==> config.mk <==
export PLATFORM = sky130hd
export DESIGN_NAME = irq_timer_unit
export DESIGN_NICKNAME = d
export VERILOG_FILES = /design/src/rtl/irq_timer_unit_pkg.sv /design/src/rtl/irq_sync2.sv /design/src/rtl/irq_timer_unit.sv
export SDC_FILE = /design/constraint.sdc
export NUM_CORES = 1
export LEC_CHECK = 0
export CORE_MARGIN = 3
export CORE_UTILIZATION = 30
export DETAILED_ROUTE_END_ITERATION = 10
export PLACE_DENSITY_LB_ADDON = 0.15
export SYNTH_ARGS = -nofsm -noshare
export SYNTH_HDL_FRONTEND = slang
export SYNTH_SLANG_ARGS = --single-unit
==> constraint.sdc <==
create_clock -name clk -period 3.7 [get_ports clk]
set_clock_uncertainty 0.1 [all_clocks]
set_input_delay 0.925 -clock clk [delete_from_list [all_inputs] [get_ports clk]]
set_output_delay 0.925 -clock clk [all_outputs]
set_load 0.03 [all_outputs]
==> src/rtl/irq_timer_unit_pkg.sv <==
// ============================================================================
// irq_timer_unit_pkg: register offsets, cause codes and source encoding.
// Rev 1.0
// ============================================================================
`default_nettype none

package irq_timer_unit_pkg;

  localparam logic [4:0] OFF_MSIP        = 5'h00;
  localparam logic [4:0] OFF_MTIMECMP_LO = 5'h04;
  localparam logic [4:0] OFF_MTIMECMP_HI = 5'h08;
  localparam logic [4:0] OFF_MTIME_LO    = 5'h0C;
  localparam logic [4:0] OFF_MTIME_HI    = 5'h10;
  localparam logic [4:0] OFF_IRQ_EN      = 5'h14;
  localparam logic [4:0] OFF_PEND        = 5'h18;

  localparam logic [31:0] CAUSE_MEI = 32'h8000_000B;
  localparam logic [31:0] CAUSE_MSI = 32'h8000_0003;
  localparam logic [31:0] CAUSE_MTI = 32'h8000_0007;

  localparam int EN_SOFT  = 0;
  localparam int EN_TIMER = 1;
  localparam int EN_EXT   = 2;

  localparam logic [63:0] MTIMECMP_RST = 64'hFFFF_FFFF_FFFF_FFFF;

  typedef enum logic [1:0] {
    SRC_NONE  = 2'd0,
    SRC_SOFT  = 2'd1,
    SRC_TIMER = 2'd2,
    SRC_EXT   = 2'd3
  } irq_src_e;

  function automatic logic [31:0] cause_of(irq_src_e src);
    case (src)
      SRC_EXT:   cause_of = CAUSE_MEI;
      SRC_SOFT:  cause_of = CAUSE_MSI;
      SRC_TIMER: cause_of = CAUSE_MTI;
      default:   cause_of = 32'h0;
    endcase
  endfunction

endpackage

`default_nettype wire

==> src/rtl/irq_sync2.sv <==
// ============================================================================
// irq_sync2: two-flop synchronizer; rising-edge output when IRQ_EXT_EDGE_EN.
// Rev 1.0
// ============================================================================
`default_nettype none

module irq_sync2 (
  input  logic clk,
  input  logic rst,
  input  logic d_i,
  output logic q_o
`ifdef IRQ_EXT_EDGE_EN
  ,
  output logic rise_o
`endif
);

  logic [1:0] sync_q;

  always_ff @(posedge clk or negedge rst) begin
    if (!rst) begin
      sync_q <= 2'b00;
    end else begin
      sync_q <= {sync_q[0], d_i};
    end
  end

  assign q_o = sync_q[1];

`ifdef IRQ_EXT_EDGE_EN
  logic prev_q;

  always_ff @(posedge clk or negedge rst) begin
    if (!rst) begin
      prev_q <= 1'b0;
    end else begin
      prev_q <= sync_q[1];
    end
  end

  assign rise_o = sync_q[1] & ~prev_q;
`endif

endmodule

`default_nettype wire

==> src/rtl/irq_timer_unit.sv <==
// ============================================================================
// irq_timer_unit: mtime/mtimecmp timer, msip, ext-irq sync and enable mask.
// IRQ_EXT_EDGE_EN selects a sticky edge-triggered ext source. Rev 1.0
// ============================================================================
`default_nettype none

module irq_timer_unit
  import irq_timer_unit_pkg::*;
#(
  parameter logic [31:0] BASE_ADDR = 32'hFFFF_0000,
  parameter int          PRESCALE  = 1
) (
  input  logic        clk,
  input  logic        rst,
  input  logic [31:0] bus_addr,
  input  logic        bus_wen,
  input  logic        bus_ren,
  input  logic [31:0] bus_wdata,
  output logic [31:0] bus_rdata,
  input  logic        ext_irq_in,
  input  logic        irq_ack,
  output logic        interrupt,
  output logic [31:0] irq_cause
);

  localparam logic [15:0] PS_LAST = 16'(PRESCALE - 1);

  logic [15:0] ps_q, ps_d;
  logic [63:0] mtime_q, mtime_d;
  logic [63:0] mtimecmp_q, mtimecmp_d;
  logic        msip_q, msip_d;
  logic [2:0]  en_q, en_d;
  logic        interrupt_q, interrupt_d;
  logic [31:0] cause_q, cause_d;
  logic [31:0] rdata_q, rdata_d;

  logic [31:0] w_off;
  logic [4:0]  w_reg;
  logic        w_hit;
  logic        w_wr;
  logic        w_wr_pend;
  logic        w_tick;
  logic        w_ext_sync;
  logic        w_ext_p;
  logic        w_timer_p;
  logic [2:0]  w_pend;
  logic [2:0]  w_req;
  irq_src_e    w_src;
  logic [31:0] w_rd_val;

  // Low address bits are cleared before the subtract so sub-word offsets alias.
  assign w_off     = {bus_addr[31:2], 2'b00} - BASE_ADDR;
  assign w_reg     = w_off[4:0];
  assign w_hit     = (w_off[31:5] == 27'd0) && (w_reg <= OFF_PEND);
  assign w_wr      = bus_wen & w_hit;
  assign w_wr_pend = w_wr && (w_reg == OFF_PEND);

  always_comb begin
    ps_d   = ps_q + 16'd1;
    w_tick = 1'b0;
    if (ps_q == PS_LAST) begin
      ps_d   = 16'd0;
      w_tick = 1'b1;
    end
  end

  // A write to either half replaces the increment for that cycle entirely.
  always_comb begin
    mtime_d = mtime_q + {63'd0, w_tick};
    if (w_wr && (w_reg == OFF_MTIME_LO)) mtime_d = {mtime_q[63:32], bus_wdata};
    if (w_wr && (w_reg == OFF_MTIME_HI)) mtime_d = {bus_wdata, mtime_q[31:0]};
  end

  always_comb begin
    mtimecmp_d = mtimecmp_q;
    msip_d     = msip_q;
    en_d       = en_q;
    if (w_wr && (w_reg == OFF_MTIMECMP_LO)) mtimecmp_d = {mtimecmp_q[63:32], bus_wdata};
    if (w_wr && (w_reg == OFF_MTIMECMP_HI)) mtimecmp_d = {bus_wdata, mtimecmp_q[31:0]};
    if (w_wr && (w_reg == OFF_MSIP))        msip_d     = bus_wdata[0];
    if (w_wr && (w_reg == OFF_IRQ_EN))      en_d       = bus_wdata[2:0];
  end

`ifdef IRQ_EXT_EDGE_EN
  logic w_ext_rise;
  logic w_ack_ext;
  logic ext_lat_q, ext_lat_d;
  logic w_unused;

  irq_sync2 u_sync (
    .clk    (clk),
    .rst    (rst),
    .d_i    (ext_irq_in),
    .q_o    (w_ext_sync),
    .rise_o (w_ext_rise)
  );

  assign w_ack_ext = irq_ack && (cause_q == CAUSE_MEI);

  // A fresh edge outranks any clear arriving in the same cycle.
  always_comb begin
    ext_lat_d = ext_lat_q;
    if (w_ack_ext || (w_wr_pend && bus_wdata[EN_EXT])) ext_lat_d = 1'b0;
    if (w_ext_rise) ext_lat_d = 1'b1;
  end

  always_ff @(posedge clk or negedge rst) begin
    if (!rst) begin
      ext_lat_q <= 1'b0;
    end else begin
      ext_lat_q <= ext_lat_d;
    end
  end

  assign w_ext_p  = ext_lat_q;
  assign w_unused = ^{bus_addr[1:0], w_ext_sync};
`else
  logic w_unused;

  irq_sync2 u_sync (
    .clk (clk),
    .rst (rst),
    .d_i (ext_irq_in),
    .q_o (w_ext_sync)
  );

  assign w_ext_p  = w_ext_sync;
  assign w_unused = ^{bus_addr[1:0], irq_ack, w_wr_pend};
`endif

  assign w_timer_p = (mtime_q >= mtimecmp_q);
  assign w_pend    = {w_ext_p, w_timer_p, msip_q};
  assign w_req     = w_pend & en_q;

  always_comb begin
    w_src = SRC_NONE;
    if (w_req[EN_TIMER]) w_src = SRC_TIMER;
    if (w_req[EN_SOFT])  w_src = SRC_SOFT;
    if (w_req[EN_EXT])   w_src = SRC_EXT;
    interrupt_d = (w_src != SRC_NONE);
    cause_d     = cause_of(w_src);
  end

  always_comb begin
    w_rd_val = 32'd0;
    if (w_hit) begin
      case (w_reg)
        OFF_MSIP:        w_rd_val = {31'd0, msip_q};
        OFF_MTIMECMP_LO: w_rd_val = mtimecmp_q[31:0];
        OFF_MTIMECMP_HI: w_rd_val = mtimecmp_q[63:32];
        OFF_MTIME_LO:    w_rd_val = mtime_q[31:0];
        OFF_MTIME_HI:    w_rd_val = mtime_q[63:32];
        OFF_IRQ_EN:      w_rd_val = {29'd0, en_q};
        OFF_PEND:        w_rd_val = {29'd0, w_pend};
        default:         w_rd_val = 32'd0;
      endcase
    end
    rdata_d = bus_ren ? w_rd_val : rdata_q;
  end

  always_ff @(posedge clk or negedge rst) begin
    if (!rst) begin
      ps_q        <= 16'd0;
      mtime_q     <= 64'd0;
      mtimecmp_q  <= MTIMECMP_RST;
      msip_q      <= 1'b0;
      en_q        <= 3'b000;
      interrupt_q <= 1'b0;
      cause_q     <= 32'd0;
      rdata_q     <= 32'd0;
    end else begin
      ps_q        <= ps_d;
      mtime_q     <= mtime_d;
      mtimecmp_q  <= mtimecmp_d;
      msip_q      <= msip_d;
      en_q        <= en_d;
      interrupt_q <= interrupt_d;
      cause_q     <= cause_d;
      rdata_q     <= rdata_d;
    end
  end

  assign interrupt = interrupt_q;
  assign irq_cause = cause_q;
  assign bus_rdata = rdata_q;

endmodule

`default_nettype wire

# Yosys cells after proc, flatten, opt, wreduce, memory -nomap -nowiden
# Index checks and enable logic that the tools add are counted.
[word_totals]
out_inout_bits = 65
elab_cells = 53
input_bits = 70
register_bits = 215
[op_classes]
magnitude_cmp = 2
n_bitwise = 3
reduce_logical = 12
muxes = 12
n_eq_ne = 10
n_addsub = 3
[ops]
columns = ["op", "count"]
rows = [
  ["32-bit one-hot mux with 7 select lines", 1],
  ["64-bit two-way mux", 3],
  ["32-bit one-hot mux with 3 select lines", 1],
  ["64-bit by 1-bit adder with 64-bit output", 1],
  ["64-bit greater-or-equal comparator", 1],
  ["32-bit two-way mux", 2],
  ["32-bit subtractor (second input constant)", 1],
  ["27-bit logical NOT", 1],
  ["16-bit by 1-bit adder with 16-bit output (second input constant)", 1],
  ["16-bit logical NOT", 1],
  ["16-bit two-way mux", 1],
  ["5-bit equality test (second input constant)", 3],
  ["5-bit by 4-bit equality test with 1-bit output (second input constant)", 2],
  ["1-bit logical AND", 7],
  ["2-bit two-way mux", 3],
  ["5-bit by 3-bit equality test with 1-bit output (second input constant)", 1],
  ["5-bit <= comparator (second input constant)", 1],
  ["5-bit logical NOT", 1],
  ["2-bit equality test (second input constant)", 2],
  ["3-bit AND", 1],
  ["2-bit by 1-bit equality test with 1-bit output (second input constant)", 1],
  ["2-bit by 1-bit inequality test with 1-bit output (second input constant)", 1],
  ["2-bit AND reduction", 1],
  ["2-bit nonzero test", 1],
  ["3 further kinds", 3],
]

# Longest topological paths before layout
# Gate-level depths: netlist (run 1).
[depth]
word_depth = 7
depth_mapped = 14
ltp_nobuf = 13

# Cells and area by module
# From an unflattened synthesis (run 1), not the netlist that was laid out.
[unflattened]
hier_cells = 1274
area_unflattened_um2 = 11642.4
[by_module_without_submodules]
columns = ["module", "n_inst", "area_each_um2", "cells_each", "seq_area_each_um2"]
rows = [
  ["irq_timer_unit", 1, 11592.4, 1272, 4659.5],
  ["irq_sync2", 1, 50.0, 2, 50.0],
]

# Worst setup path before layout (run 1)
# OpenSTA, ideal clock, no wires.
[synth_timing]
path_type = "input-to-reg"
startpoint = "input bus_addr[16]"
endpoint = "register mtimecmp_q[10]"
setup_ps = 82
required_ps = 3518
t_arrival_ps = 2980
setup_slack_ps = 538
cell_stages = 11
path_buffers = 3
cell_sequence = "ha_1 > and3_4 > a31oi_1 > nor4_1 > and3_1 > buf_4 > and2_1 > and3_1 > buf_2 > buf_6 > mux2_4"
[synth_via]
elab_chain_cells = 7
word_cells_on_any_way = 8
cone_classes = "1 x add/sub; 2 x bitwise; 5 x reduce/logical"
[synth_rtl]
columns = ["element", "line_no", "source"]
rows = [
  ["start: declaration", "irq_timer_unit.sv:15", "input logic [31:0] bus_addr,"],
  ["32-bit subtractor (*)", "irq_timer_unit.sv:52", "assign w_off = {bus_addr[31:2], 2'b00} - BASE_ADDR;"],
  ["27-bit logical NOT (*)", "irq_timer_unit.sv:54", "assign w_hit = (w_off[31:5] == 27'd0) && (w_reg <= OFF_PEND);"],
  ["1-bit logical AND (*)", "irq_timer_unit.sv:54", ""],
  ["1-bit AND (*)", "irq_timer_unit.sv:55", "assign w_wr = bus_wen & w_hit;"],
  ["1-bit logical AND", "irq_timer_unit.sv:79", "if (w_wr && (w_reg == OFF_MTIMECMP_HI)) mtimecmp_d = {bus_wdata, mtimecmp_q[31:0]};"],
  ["1-bit NOT (no line)", "n/a", ""],
  ["2-bit AND reduction (no line) (*)", "n/a", ""],
  ["end signal: assignment", "irq_timer_unit.sv:174", "mtimecmp_q <= mtimecmp_d;"],
  ["end: declaration", "irq_timer_unit.sv:30", "logic [63:0] mtimecmp_q, mtimecmp_d;"],
]
# Every way passes the cells marked *; elsewhere a longest branch is shown, timed or not.
# A chain may end at the register's enable or synchronous reset.

# Worst setup path in the final report (run 1)
[layout_timing]
startpoint = "register ps_q[0]"
endpoint = "register mtime_q[24]"
[layout_via]
elab_chain_cells = 4
[layout_rtl]
columns = ["element", "line_no", "source"]
rows = [
  ["start: declaration", "irq_timer_unit.sv:28", "logic [15:0] ps_q, ps_d;"],
  ["start signal: assignment", "irq_timer_unit.sv:172", "ps_q <= ps_d;"],
  ["16-bit logical NOT", "irq_timer_unit.sv:61", "if (ps_q == PS_LAST) begin"],
  ["1-bit two-way mux", "irq_timer_unit.sv:61", ""],
  ["64-bit by 1-bit adder with 64-bit output", "irq_timer_unit.sv:69", "mtime_d = mtime_q + {63'd0, w_tick};"],
  ["64-bit two-way mux", "irq_timer_unit.sv:70", "if (w_wr && (w_reg == OFF_MTIME_LO)) mtime_d = {mtime_q[63:32], bus_wdata};"],
  ["end signal: assignment", "irq_timer_unit.sv:173", "mtime_q <= mtime_d;"],
  ["end: declaration", "irq_timer_unit.sv:29", "logic [63:0] mtime_q, mtime_d;"],
]
# Every way passes these cells. The select of a mux whose other input is x is not followed.

==> results of run 1 <==
-- metrics by stage --
step	hold slack, ps	total power (uW)	instances	util [%]
floorplan	231	2200	1333	-
global placement	233	2380	1958	36.3
detailed placement	236	2380	1958	36.3
CTS	250	4330	1990	37.8
global route	272	4440	1990	37.8
finish	250	4270	1990	37.8
-- cells by family (layout without fill, tap and decap cells) --
family / after synthesis / in the layout
AO/OA/AOI/OAI: 346 / 346
flip-flops: 185 / 185
XOR/XNOR: 20 / 20
other: 1 / 27
adder cells (fa/ha/maj): 69 / 69
AND/OR/NAND/NOR: 344 / 344
multiplexers: 116 / 116
buffers and inverters: 226 / 358
-- layout make-up --
cell class	count	share of cell area, %
tap	525	4.32
timing repair buffer	203	13.2
sequential	185	30.9
inverter	123	3.03
clock inverter	9	0.764
clock buffer	23	3.14
multi-input combinational	922	44.6
-- cell usage after synthesis, types with 7 or more instances --
master,number
o21ai_0,100
ha_1,69
nand2_1,62
buf_4,39
nand3_1,80
a221o_1,31
nor4_1,14
o2bb2ai_1,8
xnor2_1,15
buf_2,17
mux2_2,35
mux2i_1,50
a32oi_1,9
a22oi_1,11
clkbuf_1,40
mux2_4,28
nand4_1,23
a21oi_1,76
a21o_1,10
a211oi_1,7
nor3_1,30
and3_1,28
dfstp_2,64
nor2_1,48
dfrtp_1,121
and4_1,12
inv_1,123
a22o_1,33
o22ai_1,8
-- repair_timing --
item                       4_1_cts  5_1_grt
gates resized for setup          0        1
hold endpoints to repair         0        0
hold buffers                     0        0
setup endpoints to repair        0        1
-- final timing paths --
kind                       slack, ps  cells past startpoint          endpoint
max in group asynchronous       2150                      2     mtimecmp_q[0]
max reg2reg                      230                     11       mtime_q[24]
max                              230                     11       mtime_q[24]
min reg2reg                      250                      0  u_sync.sync_q[1]
min                              250                      0  u_sync.sync_q[1]
min in group asynchronous        440                      1     bus_rdata[26]
-- per-layer routing --
| metal | track usage [%] | up-vias | part of all wire, % |
|---|---|---|---|
| met4 | 5.15 | 0 | 2.2 |
| met1 | 25.7 | 5210 | 46 |
| met5 | 0 | - | 0 |
| met2 | 28.9 | 295 | 46 |
| met3 | 2.75 | 37 | 5.2 |
| li1 | - | 5018 | - |
-- registers in the layout, indices dropped and copies added (netlist names) --
register,count
irq_cause,3
bus_rdata,32
en_q,3
mtime_q,64
mtimecmp_q,64
msip_q,1
ps_q,16
u_sync.sync_q,2
-- where the power goes --
group	leakage (uW)	internal [uW]	switching (uW)	total (uW)
sequential	0.00227	2030	1.50	2030
clock	0.000277	1060	873	1930
combinational	0.00386	115	201	316
==> key figures, run 1 <==
Power and ir drop
  • Leak: 0.00641 uW
  • Worst VDD drop: 0.249 mV
  • PD cells: 281 nW/um^2

Clock tree
  • Setup bufs post-CTS: 0
  • TritonCTS clock tree: yes
  • Worst-path clk slew: 70 ps
  • CTS root buffer: clkbuf_16
  • CTS Buffer Depth: 2
  • Clock Latency Late Sink: 440 ps
  • Clk sinks: 185
  • H-tree levels: 4
  • CTS buffer count: 17

Synthesis
  • Post-synthesis sequential area ratio: 37.9%
  • Post-synth top area share: 24.4%
  • Multiplexer area fraction after synthesis: 11.0%
  • Ys async rst share: 100%
  • Mean post-synth cell area: 9.50 um^2
  • Post-Synth Adder-Cell Area: 6.95%
  • Number of flops mapped to enable cells by yosys: 0
  • Area share of xor/xnor cells in the synthesized design: 1.41%
  • Mapped Area: 12,400 um^2
  • Cell taking the most area after synthesis: dfrtp_1
  • Post-Syn Instances: 1,307
  • Synth warn: 0
  • Prevailing post-synth register cell: dfrtp_1
  • Netlist cell types: 81
  • Simple-gate share of the synthesized area: 15.2%
  • Synth Area in Compound Gates: 19.1%
  • Post-synthesis register bit count: 185
  • Combinational family with the most area after synthesis: compound AO/OA/AOI/OAI gates
  • Synth area leaders: dfrtp_1, dfstp_2, ha_1

Die
  • Die H: 209 um
  • Starting Density: 30.8%
  • # IOs: 135
  • Die W: 209 um
  • CORE AREA: 40,300 um^2
  • Die ar.: 43,900 um^2
  • FP Rows: 73

Timing
  • Final TNS setup: 0 ps
  • RSZ-0062 raised after global routing: no
  • Hold Violations, Final: 0
  • Post-layout min period: 3470 ps
  • Measured slew at the worst slew-check pin: 980 ps
  • # setup viols final: 0
  • Slew HR: 34.6%
  • Fmax: 0.288 GHz
  • Final Cycle Share: 93.8%
  • Fin worst setup slack: 230 ps
  • Final Max Slew Viols: 0

Worst setup path
  • Startpoint class of the critical path: register
  • Data arrival time of the worst path: 3750 ps
  • Crit path launch: ps_q[0]
  • Slowest stage delay, CP: 790 ps
  • CP required: 3980 ps
  • Critical path class: reg2reg
  • Count of buffer and inverter cells on the critical path: 1
  • Largest delay contributor family on the critical path: simple AND/OR/NAND/NOR gates
  • Crit path top cell by count: ha_1
  • Crit Path Max Fanout: 8
  • Slowest-stage cell, CP: or4_1
  • Crit path cell chain: inv_1 -> ha_1 -> nor4b_1 -> and4_1 -> ha_1 -> ha_1 -> nand3_1 -> or4_1 -> or3_1 -> a21oi_1 -> o21a_1
  • R2R Path Start: ps_q[0]
  • Endpoint type of the worst setup path: register

Global route
  • First-pass GRT wire length: 62.9 mm
  • Grt total ovfl: 0
  • Pin count of the biggest net entering global routing: 81
  • Overall Global Routing Usage: 18.2%
  • Initial antenna violation count: 0
  • Number of global-route vias before repair: 10,600

Place
  • Hpwl dp: 29.8 mm
  • IO Port Bufs: 104
  • Routability cong.: 0.865
  • Post-place instance area: 14,600 um^2
  • Pre-CTS WS: -225 ps

Final layout
  • Register Area: 4710 um^2
  • Fin nets: 1,591
  • Layout cells sized above 1: 20.2%
  • Most frequent cells in the layout: inv_1, dfrtp_1, clkdlybuf4s50_1
  • Fillers: 4,050
  • Ant diodes: 0
  • Finished Cell Area: 15,200 um^2
  • Multi-input logic area: 6790 um^2
  • Leading cell type in the layout, fill and taps excluded: inv_1
  • P&R area growth vs syn: 22.6%

Drt
  • Starting DRC count in detailed routing: 815
  • Vias per cell: 5.31
  • Routed len/inst: 20.1 um
  • Post-Route WL: 40.0 mm
  • Vias: 10,600
  • Residual DRC: 0
  • TritonRoute pass-1 iters: 5
  • Routed Antenna Nets: 0

Hold path
  • Hold Path Class: reg2reg
  • Min-delay src: u_sync.sync_q[0]

Job
  • Max-cap check violation count: 0

Status
  • Status: finished, final reports clean
Note: power is estimated with default switching activity, not from simulation.
==> run 2: changes to the inputs <==
--- a/config.mk
+++ b/config.mk
@@ -8,7 +8,9 @@
 export CORE_MARGIN = 3
 export CORE_UTILIZATION = 30
 export DETAILED_ROUTE_END_ITERATION = 10
+export GPL_ROUTABILITY_DRIVEN = 0
 export PLACE_DENSITY_LB_ADDON = 0.15
 export SYNTH_ARGS = -nofsm -noshare
 export SYNTH_HDL_FRONTEND = slang
 export SYNTH_SLANG_ARGS = --single-unit
+export TNS_END_PERCENT = 20
==> results of run 2 <==
Final layout, timing and power as in run 1 (identical DEF).
==> run 3: changes to the inputs <==
--- a/config.mk
+++ b/config.mk
@@ -10,6 +10,7 @@
 export DETAILED_ROUTE_END_ITERATION = 10
 export GPL_ROUTABILITY_DRIVEN = 0
 export PLACE_DENSITY_LB_ADDON = 0.15
+export SETUP_SLACK_MARGIN = 0.3
 export SYNTH_ARGS = -nofsm -noshare
 export SYNTH_HDL_FRONTEND = slang
 export SYNTH_SLANG_ARGS = --single-unit
==> run 3 against run 2 <==
Total power hardly changed. Largest cell class unchanged. Maximum frequency grew 6.0%. Non-clock buffer count increased by 10.
==> key figures, run 3 (synthesis results as in run 1) <==
Drt
  • TritonRoute pass-1 iters: 5
  • Starting DRC count in detailed routing: 815
  • Routed Antenna Nets: 0
  • Post-Route WL: 40.3 mm
  • Vias: 10,700
  • Residual DRC: 0
  • Routed len/inst: 20.1 um
  • Vias per cell: 5.33

Power and ir drop
  • Worst VDD drop: 0.249 mV
  • Post-route total power: 4270 uW
  • PD cells: 278 nW/um^2
  • Leak: 0.00651 uW

Clock tree
  • CTS Buffer Depth: 2
  • Clk sinks: 185
  • CTS root buffer: clkbuf_16
  • TritonCTS clock tree: yes
  • Worst-path clk slew: 70 ps
  • Hold_buf cts: 0
  • H-tree levels: 4
  • Clock Latency Late Sink: 440 ps
  • CTS buffer count: 17

Worst setup path
  • RR Endpoint: mtime_q[24]
  • Count of buffer and inverter cells on the critical path: 4
  • Reg2Reg Depth: 11
  • CP required: 3970 ps
  • R2R Setup Slk: 430 ps
  • Slowest-stage cell, CP: clkdlybuf4s50_1
  • Crit path cell chain: clkdlybuf4s50_1 -> and3_1 -> mux2i_2 -> a41oi_4 -> buf_4 -> nor3_4 -> nand3_2 -> nor3_4 -> buf_6 -> buf_12 -> mux2_2
  • Crit Path Max Fanout: 15
  • Endpoint type of the worst setup path: register
  • Crit path top cell by count: nor3_4
  • Largest delay contributor family on the critical path: buffers and inverters
  • Critical path class: in2reg
  • Startpoint class of the critical path: input pin
  • Slowest stage delay, CP: 480 ps
  • Data arrival time of the worst path: 3540 ps
  • R2R Path Start: ps_q[0]

Timing
  • # setup viols final: 0
  • Hold Violations, Final: 0
  • Final Cycle Share: 88.5%
  • Fmax: 0.305 GHz
  • Post-layout min period: 3270 ps
  • RSZ-0062 raised after global routing: yes
  • Tightest hold margin: 249 ps
  • Final Max Slew Viols: 0
  • Slew HR: 35.5%
  • Measured slew at the worst slew-check pin: 966 ps

Final layout
  • Leading cell type in the layout, fill and taps excluded: inv_1
  • Ant diodes: 0
  • Util after Layout: 38.2%
  • Most frequent cells in the layout: inv_1, dfrtp_1, o21ai_0, clkdlybuf4s50_1, buf_4
  • Fillers: 4,033
  • Fin nets: 1,601
  • Register Area: 4710 um^2
  • Layout cells sized above 1: 21.4%
  • Final cell count without fillers: 2,000
  • P&R area growth vs syn: 23.9%
  • Multi-input logic area: 6860 um^2

Die
  • Die W: 209 um
  • Die ar.: 43,900 um^2
  • CORE AREA: 40,300 um^2
  • Starting Density: 30.8%
  • Die H: 209 um
  • # IOs: 135
  • FP Rows: 73

Global route
  • Grt total ovfl: 0
  • Number of global-route vias before repair: 10,600
  • Initial antenna violation count: 0
  • Overall Global Routing Usage: 18.2%
  • First-pass GRT wire length: 63.1 mm
  • Pin count of the biggest net entering global routing: 81

Place
  • Placed cells: 1,958
  • Hpwl dp: 29.8 mm
  • IO Port Bufs: 104

Status
  • Status: finished, final reports clean

Job
  • Max-cap check violation count: 0

Hold path
  • Min-delay src: u_sync.sync_q[0]
  • Hold Path Class: reg2reg
  • Hold Path End: u_sync.sync_q[1]
  • Hold depth: 0
run 3: routing by layer:
metal	GRT usage (%)	vias up	part of all wire (%)
met5	0	-	0
met4	4.71	0	1.9
met3	2.72	41	4.1
met2	29.3	284	47
met1	25.8	5289	47
li1	-	5050	-
run 3: area by class of cell:
type / count / area share [%]
Clock inverter: 9 / 0.756
Multi-Input combinational cell: 922 / 44.5
Sequential cell: 185 / 30.6
Clock buffer: 23 / 3.11
Timing Repair Buffer: 213 / 13.7
Inverter: 123 / 3.00
Tap cell: 525 / 4.27
run 3: report_power, final:
group	leakage [uW]	total (uW)	switching (uW)	internal, uW
combinational	0.00396	321	204	117
sequential	0.00227	2030	1.50	2030
clock	0.000277	1930	867	1060
total	0.00651	4270	1070	3200
run 3: how the worst max path moves through the flow:
| stage | start | end | slack (ps) | depth (start not counted) |
|---|---|---|---|---|
| 2_1_floorplan | bus_addr[16] | mtimecmp_q[10] | 540 | 11 |
| 3_3_place_gp | bus_addr[16] | mtimecmp_q[45] | -190 | 11 |
| 3_5_place_dp | bus_addr[16] | mtimecmp_q[43] | -230 | 11 |
| 4_1_cts | bus_addr[17] | mtimecmp_q[48] | 270 | 12 |
| 5_1_grt | ps_q[0] | mtime_q[24] | 280 | 11 |
| 6_report | bus_addr[18] | mtimecmp_q[48] | 430 | 11 |
run 3: through the flow:
| stage | setup TNS, ps | area, um^2 | worst slack, ps |
|---|---|---|---|
| after floorplan | 0 | 12500 | 538 |
| after global placement | -15200 | 14600 | -190 |
| after detailed placement | -18300 | 14600 | -225 |
| after CTS | 0 | 15300 | 272 |
| after global routing | 0 | 15400 | 283 |
| final | 0 | 15400 | 427 |
run 3: timing repair:
item,4_1_cts,5_1_grt
resized for setup,6,12
pin swaps,0,4
buffers inserted,3,6
hold endpoints to repair,0,0
setup endpoints to repair,42,112
cloned,1,0
